### config.mk
export PLATFORM = sky130hd
export DESIGN_NAME = sdp_y_core_chn_mul_in_rsci_flat
export DESIGN_NICKNAME = d
export VERILOG_FILES = /design/src/rtl/sdp_y_core_chn_mul_in_rsci_if.sv /design/src/rtl/sdp_y_core_chn_mul_in_rsci.sv /design/src/flat_wrapper.sv
export SDC_FILE = /design/constraint.sdc
export NUM_CORES = 1
export LEC_CHECK = 0
export CELL_PAD_IN_SITES_DETAIL_PLACEMENT = 1
export CELL_PAD_IN_SITES_GLOBAL_PLACEMENT = 2
export CORE_MARGIN = 3
export CORE_UTILIZATION = 36
export DETAILED_ROUTE_END_ITERATION = 8
export GPL_TIMING_DRIVEN = 0
export PLACE_DENSITY_LB_ADDON = 0.1
export SETUP_SLACK_MARGIN = 0.1
export SYNTH_ARGS = -nofsm -noshare
export SYNTH_HDL_FRONTEND = slang
export SYNTH_SLANG_ARGS = --single-unit
### constraint.sdc
create_clock -name nvdla_core_clk -period 18.1 [get_ports nvdla_core_clk]
set_input_delay 4.525 -clock nvdla_core_clk [delete_from_list [all_inputs] [get_ports nvdla_core_clk]]
set_output_delay 4.525 -clock nvdla_core_clk [all_outputs]
set_load 0.02 [all_outputs]
### src/rtl/sdp_y_core_chn_mul_in_rsci_if.sv
// Stream bundle between the upstream producer, the SDP Y-core pipeline and the
// chn_mul_in receive interface. The receiver uses the slave modport.
interface sdp_y_core_chn_mul_in_rsci_if #(
    parameter int WIDTH = 128,
    parameter int CNT_W = 16
);
    logic [WIDTH-1:0] chn_mul_in_rsc_z;
    logic             chn_mul_in_rsc_vz;
    logic             chn_mul_in_rsc_lz;
    logic             chn_mul_in_rsci_oswt;
    logic             core_wen;
    logic             chn_mul_in_rsci_bawt;
    logic             chn_mul_in_rsci_wen_comp;
    logic [WIDTH-1:0] chn_mul_in_rsci_d_mxwt;
    logic [CNT_W-1:0] chn_mul_in_rsci_stall_cnt;

    modport master (
        output chn_mul_in_rsc_z,
        output chn_mul_in_rsc_vz,
        output chn_mul_in_rsci_oswt,
        output core_wen,
        input  chn_mul_in_rsc_lz,
        input  chn_mul_in_rsci_bawt,
        input  chn_mul_in_rsci_wen_comp,
        input  chn_mul_in_rsci_d_mxwt,
        input  chn_mul_in_rsci_stall_cnt
    );

    modport slave (
        input  chn_mul_in_rsc_z,
        input  chn_mul_in_rsc_vz,
        input  chn_mul_in_rsci_oswt,
        input  core_wen,
        output chn_mul_in_rsc_lz,
        output chn_mul_in_rsci_bawt,
        output chn_mul_in_rsci_wen_comp,
        output chn_mul_in_rsci_d_mxwt,
        output chn_mul_in_rsci_stall_cnt
    );
endinterface

### src/rtl/sdp_y_core_chn_mul_in_rsci.sv
// Receive-side channel interface for SDP Y-core: 2-entry skid FIFO plus starvation counter.
// Optional feature macro SDP_Y_CORE_CHN_IN_BYPASS_EN enables a zero-latency bypass when the FIFO is empty.
module sdp_y_core_chn_mul_in_rsci #(
    parameter int WIDTH = 128,
    parameter int CNT_W = 16
) (
    input  logic                            nvdla_core_clk,
    input  logic                            nvdla_core_rst,
    sdp_y_core_chn_mul_in_rsci_if.slave     chn
);

    logic [1:0]       r_cnt;
    logic             r_wrPtr;
    logic             r_rdPtr;
    logic [WIDTH-1:0] r_mem [0:1];
    logic [CNT_W-1:0] r_stallCnt;

    logic             w_lz;
    logic             w_push;
    logic             w_pop;
    logic             w_empty;
    logic             w_bawt;
    logic             w_passThru;
    logic             w_wrEn;
    logic             w_rdEn;
    logic [WIDTH-1:0] w_headData;

    // Ready depends only on registered occupancy and reset, never on vz.
    assign w_lz    = ~nvdla_core_rst & (r_cnt != 2'd2);
    assign w_push  = chn.chn_mul_in_rsc_vz & w_lz;
    assign w_empty = (r_cnt == 2'd0);

`ifdef SDP_Y_CORE_CHN_IN_BYPASS_EN
    assign w_bawt     = w_empty ? w_push : 1'b1;
    assign w_headData = w_empty ? chn.chn_mul_in_rsc_z : r_mem[r_rdPtr];
`else
    assign w_bawt     = ~w_empty;
    assign w_headData = r_mem[r_rdPtr];
`endif

    assign w_pop = chn.chn_mul_in_rsci_oswt & chn.core_wen & w_bawt;

    // A word handed straight through an empty FIFO never touches storage.
    assign w_passThru = w_empty & w_push & w_pop;
    assign w_wrEn     = w_push & ~w_passThru;
    assign w_rdEn     = w_pop & ~w_passThru;

    assign chn.chn_mul_in_rsc_lz         = w_lz;
    assign chn.chn_mul_in_rsci_bawt      = w_bawt;
    assign chn.chn_mul_in_rsci_wen_comp  = ~chn.chn_mul_in_rsci_oswt | w_bawt;
    assign chn.chn_mul_in_rsci_d_mxwt    = w_bawt ? w_headData : '0;
    assign chn.chn_mul_in_rsci_stall_cnt = r_stallCnt;

    always_ff @(posedge nvdla_core_clk) begin
        if (nvdla_core_rst) begin
            r_cnt   <= 2'd0;
            r_wrPtr <= 1'b0;
            r_rdPtr <= 1'b0;
        end else begin
            case ({w_wrEn, w_rdEn})
                2'b10:   r_cnt <= r_cnt + 2'd1;
                2'b01:   r_cnt <= r_cnt - 2'd1;
                default: r_cnt <= r_cnt;
            endcase
            if (w_wrEn) begin
                r_wrPtr <= ~r_wrPtr;
            end
            if (w_rdEn) begin
                r_rdPtr <= ~r_rdPtr;
            end
        end
    end

    // Storage is intentionally left unreset; the output mux hides stale entries.
    always_ff @(posedge nvdla_core_clk) begin
        if (w_wrEn) begin
            r_mem[r_wrPtr] <= chn.chn_mul_in_rsc_z;
        end
    end

    always_ff @(posedge nvdla_core_clk) begin
        if (nvdla_core_rst) begin
            r_stallCnt <= '0;
        end else if (chn.chn_mul_in_rsci_oswt & chn.core_wen & ~w_bawt & ~(&r_stallCnt)) begin
            r_stallCnt <= r_stallCnt + CNT_W'(1);
        end
    end

endmodule
### src/flat_wrapper.sv
// flat-port wrapper written by rule: the top's interface ports become plain ports
module sdp_y_core_chn_mul_in_rsci_flat 
#(
    parameter int WIDTH = 128,
    parameter int CNT_W = 16
)
  (nvdla_core_clk, nvdla_core_rst, chn_chn_mul_in_rsc_z, chn_chn_mul_in_rsc_vz, chn_chn_mul_in_rsci_oswt, chn_core_wen, chn_chn_mul_in_rsc_lz, chn_chn_mul_in_rsci_bawt, chn_chn_mul_in_rsci_wen_comp, chn_chn_mul_in_rsci_d_mxwt, chn_chn_mul_in_rsci_stall_cnt);
  sdp_y_core_chn_mul_in_rsci_if #(.WIDTH(WIDTH), .CNT_W(CNT_W)) chn_i ();
  input  logic nvdla_core_clk;
  input  logic nvdla_core_rst;
  input wire logic [$bits(chn_i.chn_mul_in_rsc_z)-1:0] chn_chn_mul_in_rsc_z;
  input wire logic [$bits(chn_i.chn_mul_in_rsc_vz)-1:0] chn_chn_mul_in_rsc_vz;
  input wire logic [$bits(chn_i.chn_mul_in_rsci_oswt)-1:0] chn_chn_mul_in_rsci_oswt;
  input wire logic [$bits(chn_i.core_wen)-1:0] chn_core_wen;
  output wire logic [$bits(chn_i.chn_mul_in_rsc_lz)-1:0] chn_chn_mul_in_rsc_lz;
  output wire logic [$bits(chn_i.chn_mul_in_rsci_bawt)-1:0] chn_chn_mul_in_rsci_bawt;
  output wire logic [$bits(chn_i.chn_mul_in_rsci_wen_comp)-1:0] chn_chn_mul_in_rsci_wen_comp;
  output wire logic [$bits(chn_i.chn_mul_in_rsci_d_mxwt)-1:0] chn_chn_mul_in_rsci_d_mxwt;
  output wire logic [$bits(chn_i.chn_mul_in_rsci_stall_cnt)-1:0] chn_chn_mul_in_rsci_stall_cnt;
  assign chn_i.chn_mul_in_rsc_z = chn_chn_mul_in_rsc_z;
  assign chn_i.chn_mul_in_rsc_vz = chn_chn_mul_in_rsc_vz;
  assign chn_i.chn_mul_in_rsci_oswt = chn_chn_mul_in_rsci_oswt;
  assign chn_i.core_wen = chn_core_wen;
  assign chn_chn_mul_in_rsc_lz = chn_i.chn_mul_in_rsc_lz;
  assign chn_chn_mul_in_rsci_bawt = chn_i.chn_mul_in_rsci_bawt;
  assign chn_chn_mul_in_rsci_wen_comp = chn_i.chn_mul_in_rsci_wen_comp;
  assign chn_chn_mul_in_rsci_d_mxwt = chn_i.chn_mul_in_rsci_d_mxwt;
  assign chn_chn_mul_in_rsci_stall_cnt = chn_i.chn_mul_in_rsci_stall_cnt;
  sdp_y_core_chn_mul_in_rsci #(.WIDTH(WIDTH), .CNT_W(CNT_W)) u_core (.nvdla_core_clk(nvdla_core_clk), .nvdla_core_rst(nvdla_core_rst), .chn(chn_i));
endmodule
==> results of run 1 <==
==> metrics by stage <==
| step | std cells | instance area (µm²) | utilization [%] | setup WS [ps] | total power, mW |
|---|---|---|---|---|---|
| after floorplan | 665 | 10600 | - | 7360 | 0.888 |
| after global placement | 1328 | 13900 | 48.1 | 3440 | 1.04 |
| after detailed placement | 1338 | 14100 | 49.0 | 7590 | 1.04 |
| after CTS | 1391 | 15000 | 52.1 | 7580 | 1.60 |
| after global routing | 1391 | 15000 | 52.1 | 7520 | 1.65 |
| final | 1392 | 15000 | 52.1 | 7580 | 1.57 |
==> Yosys cell counts <==
| cell | number |
|---|---|
| buf_1 | 9 |
| nand2b_1 | 1 |
| ha_1 | 2 |
| or4_1 | 5 |
| nand3_1 | 3 |
| edfxtp_1 | 256 |
| and3_1 | 1 |
| or2_2 | 4 |
| mux2i_1 | 128 |
| xor2_1 | 1 |
| nor4_2 | 1 |
| nor2_1 | 138 |
| or3_1 | 6 |
| o31ai_1 | 5 |
| xnor2_1 | 3 |
| o41ai_1 | 2 |
| o21ai_0 | 7 |
| o31a_1 | 1 |
| nor3_1 | 1 |
| nor4_1 | 3 |
| inv_1 | 7 |
| dfxtp_1 | 21 |
| o21a_1 | 1 |
| o311ai_0 | 2 |
| a21oi_1 | 12 |
| buf_2 | 3 |
| nand4bb_4 | 1 |
| nor2b_1 | 2 |
| or3b_2 | 1 |
| nand2_1 | 7 |
| nand4_1 | 5 |
| o211ai_1 | 1 |
| a211oi_1 | 1 |
| mux2_2 | 2 |
| clkbuf_1 | 22 |
==> power groups by stage <==
stage | Clock [mW] | Combinational (mW) | Sequential (mW)
3_3_place_gp | 0 | 0.279 | 0.757
5_1_grt | 0.600 | 0.307 | 0.739
6_report | 0.553 | 0.285 | 0.737
4_1_cts | 0.574 | 0.293 | 0.737
3_5_place_dp | 0 | 0.291 | 0.750
2_1_floorplan | 0 | 0.134 | 0.754
==> sequential cells by signal (all words and copies together), names as in the netlist, named ones only <==
name                                  flops
u_core.r_mem                            256
u_core.chn.chn_mul_in_rsci_stall_cnt     16
u_core.r_cnt                              2
u_core.r_rdPtr                            1
u_core.r_wrPtr                            1
==> kinds of logic after synthesis <==
| group | count (synthesis) |
|---|---|
| mux | 130 |
| flops | 277 |
| fa+ha+maj | 2 |
| xor+xnor | 4 |
| buf+inv | 41 |
| compound gates | 32 |
| simple gates | 179 |
==> layer usage <==
metal	vias to the layer above	GRT usage, %
met2	191	29.2
met4	6	4.09
met3	39	6.12
li1	3133	-
met5	-	0
met1	3214	19.2
==> area by class of cell <==
class / instances / share of cell area [%]
plain buffers: 34 / 0.874
diodes: 1 / 0.0167
flip-flops and latches: 277 / 53.9
clock buffers: 38 / 5.34
inverters: 7 / 0.175
clock inverters: 15 / 0.599
multi-input cells: 347 / 15.7
well taps: 384 / 3.20
repair buffers: 289 / 20.1
==> final timing paths <==
check / slack, ps / end
max: 7580 / chn_chn_mul_in_rsc_lz
min: 500 / u_core.chn.chn_mul_in_rsci_stall_cnt[15]$_SDFFE_PP0P_
max reg2reg: 15760 / u_core.r_mem[1][77]$_DFFE_PP_
min reg2reg: 500 / u_core.chn.chn_mul_in_rsci_stall_cnt[15]$_SDFFE_PP0P_
==> flow_summary.json, run 1 <==
{
  "period_needed_ps": 10520,
  "synth-compound-area-share_pct": 1.87,
  "synth_area_leader_cell": "edfxtp_1",
  "post-cts-setup-buffers": 0,
  "status": "completed",
  "p_clk_share_pct": 35.1,
  "vias": 6583,
  "hpwlAfterDp_mm": 19.2,
  "gp_congestion": 0.738,
  "synthesis.nets": 800,
  "synth-simple-area-share_pct": 7.42,
  "grt_first_pass_wirelength_mm": 40.6,
  "power.share.combinational_pct": 18.1,
  "crit_type": "in2out",
  "top_layer": "met5",
  "cts_root_buf": "clkbuf_16",
  "synthTopCellsByArea": "edfxtp_1 72%, mux2i_1 12%, nor2_1 4.9%, dfxtp_1 4.0%, clkbuf_1 0.78%",
  "cp_slowest_cell": "clkdlybuf4s50_1",
  "hold_viol": 0,
  "wl_met3_mm": 2.36,
  "ant_nets": 0,
  "syn_area_um2": 10600,
  "final_net_count": 1122,
  "synth.distinct_cells": 35,
  "wl_met1_mm": 10.4,
  "p_per_area_nw_per_um2": 105,
  "syn_inst": 665,
  "hp-start": "u_core.chn.chn_mul_in_rsci_stall_cnt[15]$_SDFFE_PP0P_",
  "rr_worst_depth": 5,
  "grt_pass1_vias": 7358,
  "htree_levels": 1,
  "cts_tree": "built",
  "drt_iter0_markers": 374,
  "ios": 280,
  "path_common_cell": "clkdlybuf4s50_1",
  "chipHeight_um": 178,
  "antenna_found_initial": 3,
  "clock_latency_ps": 540,
  "ys_ff_latch": 277,
  "portBuffers": 279,
  "cts.sinks": 277,
  "gr-usage-all-layers_pct": 16.6,
  "tightest_slew_ps": 818,
  "synthAdderAreaFrac_pct": 0.236,
  "critPathBufInv": 3,
  "multi_input_area_um2": 2370,
  "timing.fmax_mhz": 95.1,
  "cp-startpoint": "nvdla_core_rst",
  "seqPwrFrac_pct": 46.8,
  "crit_family": "buffers and inverters",
  "hold_buffers": 0,
  "min_period_over_period_pct": 58.1,
  "cp_cell_sequence": "clkdlybuf4s50_1 > inv_1 > o21a_1 > clkdlybuf4s50_1",
  "cpPeakStageDelay_ps": 610,
  "clkTransAtPathRegs_ps": 50,
  "final_common_cell": "clkdlybuf4s50_1",
  "grt_max_degree": 31,
  "clock_skew_ps": 12.2,
  "end_kind": "output port",
  "overflow": 0,
  "synth_xor_area_share_pct": 0.330,
  "syn_to_final_growth_pct": 41.6,
  "power.switching_uw": 393,
  "synth_mux_area_share_pct": 12.3,
  "cp.depth": 4,
  "required_ps": 13570,
  "start_util_pct": 36.8,
  "ys.warnings.count": 0,
  "switching_share_pct": 25.0,
  "drv_slew": 0,
  "synth.avg_cell_area_um2": 16.0,
  "setup_viol": 0,
  "mostFrequentLayoutCells": "279 x clkdlybuf4s50_1, 256 x edfxtp_1, 136 x nor2_1",
  "hold_slack_ps": 502,
  "cap_violations": 0,
  "p_leak_nw": 4.75,
  "design.core.area_um2": 28900,
  "slew-limit-headroom_pct": 45.5,
  "wire_per_inst_um": 19.3,
  "worst_ep_arrival_time_ps": 5990,
  "drive_above_1_share_pct": 5.96,
  "min_path_type": "reg2reg",
  "synth_top_area_share_pct": 72.4,
  "die_area_um2": 31600,
  "r2r-start": "u_core.r_cnt[0]$_SDFFE_PP0P_",
  "irDropWorstVdd_uv": 72.4,
  "p_int_mw": 1.18,
  "wl_met2_mm": 13.5,
  "setup_tns_ps": 0,
  "fillerInstances": 2845,
  "num_rows": 62,
  "synth-seq-area-share_pct": 76.4,
  "ctsResizeCount": 0,
  "totalWireLength_mm": 26.8,
  "cts_buffers": 31,
  "drt-vias-per-instance": 4.73,
  "drc": 0,
  "clk_path_buf_depth": 3,
  "final-seq-area_um2": 8110,
  "die_w_um": 178,
  "dr.pass1.iters": 4,
  "crit_path_start_kind": "input pin",
  "crit_fanout": 6,
  "synth_top_family_by_area": "multiplexers",
  "hold_path_depth": 1,
  "rsz0062_at_grt": "false"
}
No activity file was read; power rests on OpenSTA's default activity.
==> inputs of run 2 (changes only) <==
--- a/config.mk
+++ b/config.mk
@@ -8,7 +8,7 @@
 export CELL_PAD_IN_SITES_DETAIL_PLACEMENT = 1
 export CELL_PAD_IN_SITES_GLOBAL_PLACEMENT = 2
 export CORE_MARGIN = 3
-export CORE_UTILIZATION = 36
+export CORE_UTILIZATION = 33
 export DETAILED_ROUTE_END_ITERATION = 8
 export GPL_TIMING_DRIVEN = 0
 export PLACE_DENSITY_LB_ADDON = 0.1
==> constraint.sdc (replaced) <==
create_clock -name nvdla_core_clk -period 10.8 [get_ports nvdla_core_clk]
set_input_delay 2.7 -clock nvdla_core_clk [delete_from_list [all_inputs] [get_ports nvdla_core_clk]]
set_output_delay 2.7 -clock nvdla_core_clk [all_outputs]
set_load 0.02 [all_outputs]
==> run 2 against run 1 <==
  * Combinational power up 68%
  * Utilization down 4.4 points
  * Routed wire length is 1.4% higher
  * Die area increased by 8.8%
  * Cell count up 1.7%
  * Sequential share of layout area is 0.23 points lower
  * Non-clock buffer count stayed put
  * Register-to-register slack lost 7400 ps
  * First-iteration DRC count decreased by 17%
  * Clock-buffer cell count stayed put
  * Sequential power grew 67%
  * Critical path type unchanged
==> flow_summary.json, run 2 (synthesis gave the netlist of run 1 again) <==
{
  "cts_tree": "built",
  "crit_type": "in2out",
  "hpwlAfterDp_mm": 19.2,
  "cts_buffers": 31,
  "crit_path_start_kind": "input pin",
  "reg2reg_setup_slack_ps": 8340,
  "ios": 280,
  "hold_buffers": 0,
  "setup_viol": 0,
  "clock_latency_ps": 560,
  "final_cells": 1415,
  "required_ps": 8100,
  "p_per_area_nw_per_um2": 177,
  "gr-usage-all-layers_pct": 15.3,
  "start_util_pct": 33.6,
  "vias": 6536,
  "largest_register": "u_core.r_mem",
  "path_common_cell": "clkdlybuf4s50_1",
  "rr_worst_depth": 5,
  "final_cell_area_um2": 15100,
  "worst_ep_arrival_time_ps": 4160,
  "cap_violations": 0,
  "clk_path_buf_depth": 3,
  "die_area_um2": 34400,
  "dr.pass1.iters": 4,
  "irDropWorstVdd_uv": 115,
  "status": "completed",
  "p_leak_nw": 4.78,
  "cp_cell_sequence": "clkdlybuf4s50_1 > inv_1 > o21a_1 > clkdlybuf4s50_1",
  "grt_max_degree": 29,
  "chipHeight_um": 185,
  "totalWireLength_mm": 27.2,
  "overflow": 0,
  "r2r-start": "u_core.r_cnt[0]$_SDFFE_PP0P_",
  "grt_first_pass_wirelength_mm": 40.2,
  "mostFrequentLayoutCells": "279 x clkdlybuf4s50_1, 256 x edfxtp_1, 136 x nor2_1",
  "wire_per_inst_um": 19.2,
  "drv_slew": 0,
  "largest_reg_flops": 256,
  "grt_pass1_vias": 6980,
  "drc": 0,
  "cts_root_buf": "clkbuf_16",
  "tightest_slew_ps": 859,
  "crit_fanout": 6,
  "dp.cells": 1356,
  "min_to": "u_core.chn.chn_mul_in_rsci_stall_cnt[15]$_SDFFE_PP0P_",
  "post-cts-setup-buffers": 0,
  "rsz0062_at_grt": "false",
  "cp-startpoint": "nvdla_core_rst",
  "hp-start": "u_core.chn.chn_mul_in_rsci_stall_cnt[15]$_SDFFE_PP0P_",
  "final_net_count": 1122,
  "timing.fmax_mhz": 146,
  "min_period_over_period_pct": 63.5,
  "syn_to_final_growth_pct": 42.2,
  "gp_congestion": 0.717,
  "cts.sinks": 277,
  "ant_nets": 0,
  "end_kind": "output port",
  "die_w_um": 185,
  "final_common_cell": "clkdlybuf4s50_1",
  "htree_levels": 1,
  "portBuffers": 279,
  "hold_path_depth": 1,
  "ctsResizeCount": 0,
  "clock_skew_ps": 11.7,
  "cpPeakStageDelay_ps": 600,
  "drive_above_1_share_pct": 6.62,
  "min_path_type": "reg2reg",
  "num_rows": 65,
  "design.core.area_um2": 31600,
  "placed_area_um2": 14200,
  "setup_tns_ps": 0,
  "timing.rr.end": "u_core.r_mem[1][91]$_DFFE_PP_",
  "drt_iter0_markers": 311,
  "drt-vias-per-instance": 4.62,
  "hold_viol": 0,
  "cp_slowest_cell": "clkdlybuf4s50_1",
  "slew-limit-headroom_pct": 42.8,
  "period_needed_ps": 6860,
  "antenna_found_initial": 4,
  "fillerInstances": 3142,
  "clkTransAtPathRegs_ps": 60
}
run 2: cell count changes in the layout (fill, tap and decap cells not counted), sizes merged:
| cell | delta |
|---|---|
| clkinv | +4 |
| inv | +1 |
run 2: worst max path at each step:
stage | endpoint | slack (ps) | cells after the start
5_1_grt | chn_chn_mul_in_rsc_lz | 3830 | 4
4_1_cts | chn_chn_mul_in_rsc_lz | 3920 | 4
6_report | chn_chn_mul_in_rsc_lz | 3940 | 4
3_3_place_gp | u_core.r_mem[0][87]$_DFFE_PP_ | -2670 | 4
2_1_floorplan | u_core.r_mem[0][0]$_DFFE_PP_ | 1890 | 3
3_5_place_dp | chn_chn_mul_in_rsc_lz | 3920 | 4
run 2: routing by layer:
| layer | vias to the layer above | share of wire (%) | global-route usage [%] |
|---|---|---|---|
| met1 | 3156 | 40 | 18.2 |
| li1 | 3138 | - | - |
| met2 | 195 | 49 | 26.3 |
| met4 | 6 | 2.0 | 3.15 |
| met5 | - | 0.15 | 0 |
| met3 | 41 | 8.9 | 6.17 |
run 2: final cells by class:
class / count / area (µm²) / share of cell area, %
multi-input combinational: 347 / 2370 / 15.7
clock buffer: 38 / 802 / 5.31
inverter: 7 / 26.3 / 0.174
timing repair buffer: 289 / 3020 / 20.0
tap: 402 / 503 / 3.33
buffer: 34 / 131 / 0.870
sequential: 277 / 8110 / 53.7
antenna: 1 / 2.50 / 0.0166
clock inverter: 20 / 133 / 0.879
run 2: through the flow:
stage / worst slack, ps / total power [mW] / hold WS (ps) / utilization [%]
finish: 3940 / 2.68 / 513 / 47.7
global route: 3830 / 2.80 / 554 / 47.7
CTS: 3920 / 2.73 / 521 / 47.7
detailed placement: 3920 / 1.75 / 505 / 44.7
global placement: -2670 / 1.75 / 496 / 44.0
floorplan: 1890 / 1.49 / 481 / -
run 2: critical path, delay by kind of cell:
family,cells,cell delay [ps]
compound gates,1,150
buf+inv,3,1300
run 2: power breakdown:
group	leakage (nW)	total [mW]	internal, mW	switching, mW
combinational	1.80	0.480	0.217	0.263
sequential	2.52	1.23	1.22	0.0116
clock	0.462	0.966	0.551	0.415
==> inputs of run 3 (changes only) <==
--- a/config.mk
+++ b/config.mk
@@ -8,7 +8,7 @@
 export CELL_PAD_IN_SITES_DETAIL_PLACEMENT = 1
 export CELL_PAD_IN_SITES_GLOBAL_PLACEMENT = 2
 export CORE_MARGIN = 3
-export CORE_UTILIZATION = 33
+export CORE_UTILIZATION = 30
 export DETAILED_ROUTE_END_ITERATION = 8
 export GPL_TIMING_DRIVEN = 0
 export PLACE_DENSITY_LB_ADDON = 0.1
==> constraint.sdc (replaced) <==
create_clock -name nvdla_core_clk -period 6.3 [get_ports nvdla_core_clk]
set_input_delay 1.575 -clock nvdla_core_clk [delete_from_list [all_inputs] [get_ports nvdla_core_clk]]
set_output_delay 1.575 -clock nvdla_core_clk [all_outputs]
set_load 0.02 [all_outputs]
==> run 3 against run 2 <==
  * Routed wire length up 3.4%
  * Die area up 9.7%
  * Power increased by 76%
  * Critical endpoint is now chn_chn_mul_in_rsci_d_mxwt[51]
==> flow_summary.json, run 3 (synthesis gave the netlist of run 1 again) <==
{
  "placed_area_um2": 14200,
  "tightest_slew_ps": 946,
  "crit_fanout": 10,
  "worst_ep_arrival_time_ps": 3180,
  "drt-vias-per-instance": 4.53,
  "power.share.combinational_pct": 17.5,
  "totalWireLength_mm": 28.1,
  "gr-usage-all-layers_pct": 14.4,
  "clock_latency_ps": 510,
  "cp_cell_sequence": "clkbuf_1 > buf_1 > mux2i_1 > nor2_1 > clkdlybuf4s50_1",
  "end_kind": "output port",
  "cts_tree": "built",
  "irDropWorstVdd_uv": 210,
  "die_area_um2": 37700,
  "clock_skew_ps": 27.4,
  "die_w_um": 194,
  "start_util_pct": 30.6,
  "portBuffers": 279,
  "p_per_area_nw_per_um2": 309,
  "chipHeight_um": 194,
  "gp_congestion": 0.707,
  "setup_viol": 0,
  "crit_path_start_kind": "register",
  "post-cts-setup-buffers": 0,
  "min_period_over_period_pct": 75.5,
  "wire_per_inst_um": 19.1,
  "switching_share_pct": 25.4,
  "dp.cells": 1409,
  "status": "completed",
  "hold_viol": 0,
  "cts.sinks": 277,
  "hpwlAfterDp_mm": 20.0,
  "antenna_found_initial": 5,
  "cts_buffers": 34,
  "clk_path_buf_depth": 3,
  "p_leak_nw": 4.80,
  "period_needed_ps": 4750,
  "ant_nets": 0,
  "grt_max_degree": 27,
  "drive_above_1_share_pct": 6.61,
  "power.switching_mw": 1.20,
  "clkTransAtPathRegs_ps": 50,
  "vias": 6660,
  "cap_violations": 0,
  "required_ps": 4720,
  "fillerInstances": 3510,
  "final_net_count": 1125,
  "syn_to_final_growth_pct": 43.3,
  "ctsResizeCount": 0,
  "dr.pass1.iters": 4,
  "crit_type": "reg2out",
  "grt_first_pass_wirelength_mm": 42.2,
  "htree_levels": 2,
  "grt_pass1_vias": 7121,
  "p_clk_share_pct": 37.5,
  "drv_slew": 0,
  "min_path_type": "reg2reg",
  "ios": 280,
  "finalPower_mw": 4.71,
  "mostFrequentLayoutCells": "279 x clkdlybuf4s50_1, 256 x edfxtp_1, 136 x nor2_1",
  "fin_ws_ps": 1550,
  "num_rows": 68,
  "rsz0062_at_grt": "false",
  "cts_root_buf": "clkbuf_16",
  "largest_register": "u_core.r_mem",
  "hold_buffers": 0,
  "drt_iter0_markers": 235,
  "drc": 0,
  "final_cell_area_um2": 15200,
  "fin_util_pct": 43.8,
  "largest_reg_flops": 256,
  "seqPwrFrac_pct": 44.9,
  "overflow": 0,
  "final_cells": 1470,
  "place_ws_ps": 1670,
  "timing.fmax_mhz": 210,
  "final_common_cell": "clkdlybuf4s50_1",
  "design.core.area_um2": 34700,
  "slew-limit-headroom_pct": 36.9,
  "cp_slowest_cell": "buf_1",
  "cpPeakStageDelay_ps": 780,
  "p_int_mw": 3.51
}
[run 3: cell types whose count changed in the layout (fill, tap and decap cells not counted), sizes merged]
cell / delta
clkinv: -8
inv: +1
clkbuf: +9
[run 3: through the flow]
step | hold WS (ps) | setup TNS [ps]
5_1_grt | 523 | 0
3_3_place_gp | 497 | -1610340
4_1_cts | 507 | 0
3_5_place_dp | 498 | 0
6_report | 505 | 0
2_1_floorplan | 481 | -381360
[run 3: layout make-up]
cell class / count / area [µm²] / area share (%)
clock inverters: 13 / 106 / 0.699
well taps: 455 / 569 / 3.74
diodes: 1 / 2.50 / 0.0164
flip-flops and latches: 277 / 8110 / 53.3
clock buffers: 47 / 900 / 5.91
multi-input cells: 347 / 2370 / 15.5
inverters: 7 / 26.3 / 0.173
repair buffers: 289 / 3010 / 19.8
plain buffers: 34 / 131 / 0.863
[run 3: per-layer routing]
layer / GRT usage [%] / routed length, µm
met1: 17.3 / 11700
met2: 24.0 / 13300
met3: 5.99 / 2450
met4: 3.80 / 621
met5: 0.639 / 83
[run 3: worst max-delay path, delay by kind of cell (launching register included)]
family,cells,cell delay [ps]
buffers and inverters,3,2050
DFF,1,330
muxes,1,170
and+or+nand+nor,1,140
[run 3: power groups by stage]
| stage | Combinational, mW | Clock (mW) | Sequential [mW] |
|---|---|---|---|
| after floorplan | 0.385 | 0 | 2.17 |
| after global placement | 0.822 | 0 | 2.18 |
| after detailed placement | 0.845 | 0 | 2.15 |
| after CTS | 0.850 | 1.84 | 2.12 |
| after global routing | 0.891 | 1.91 | 2.12 |
| final | 0.825 | 1.77 | 2.11 |
[run 3: final timing paths]
check | start | endpoint | slack (ps) | depth (start not counted)
min reg2reg | u_core.chn.chn_mul_in_rsci_stall_cnt[15]$_SDFFE_PP0P_ | u_core.chn.chn_mul_in_rsci_stall_cnt[15]$_SDFFE_PP0P_ | 500 | 1
max | register | chn_chn_mul_in_rsci_d_mxwt[51] | 1550 | 5
max reg2reg | u_core.r_cnt[0]$_SDFFE_PP0P_ | u_core.r_mem[1][55]$_DFFE_PP_ | 4100 | 4
min | u_core.chn.chn_mul_in_rsci_stall_cnt[15]$_SDFFE_PP0P_ | u_core.chn.chn_mul_in_rsci_stall_cnt[15]$_SDFFE_PP0P_ | 500 | 1
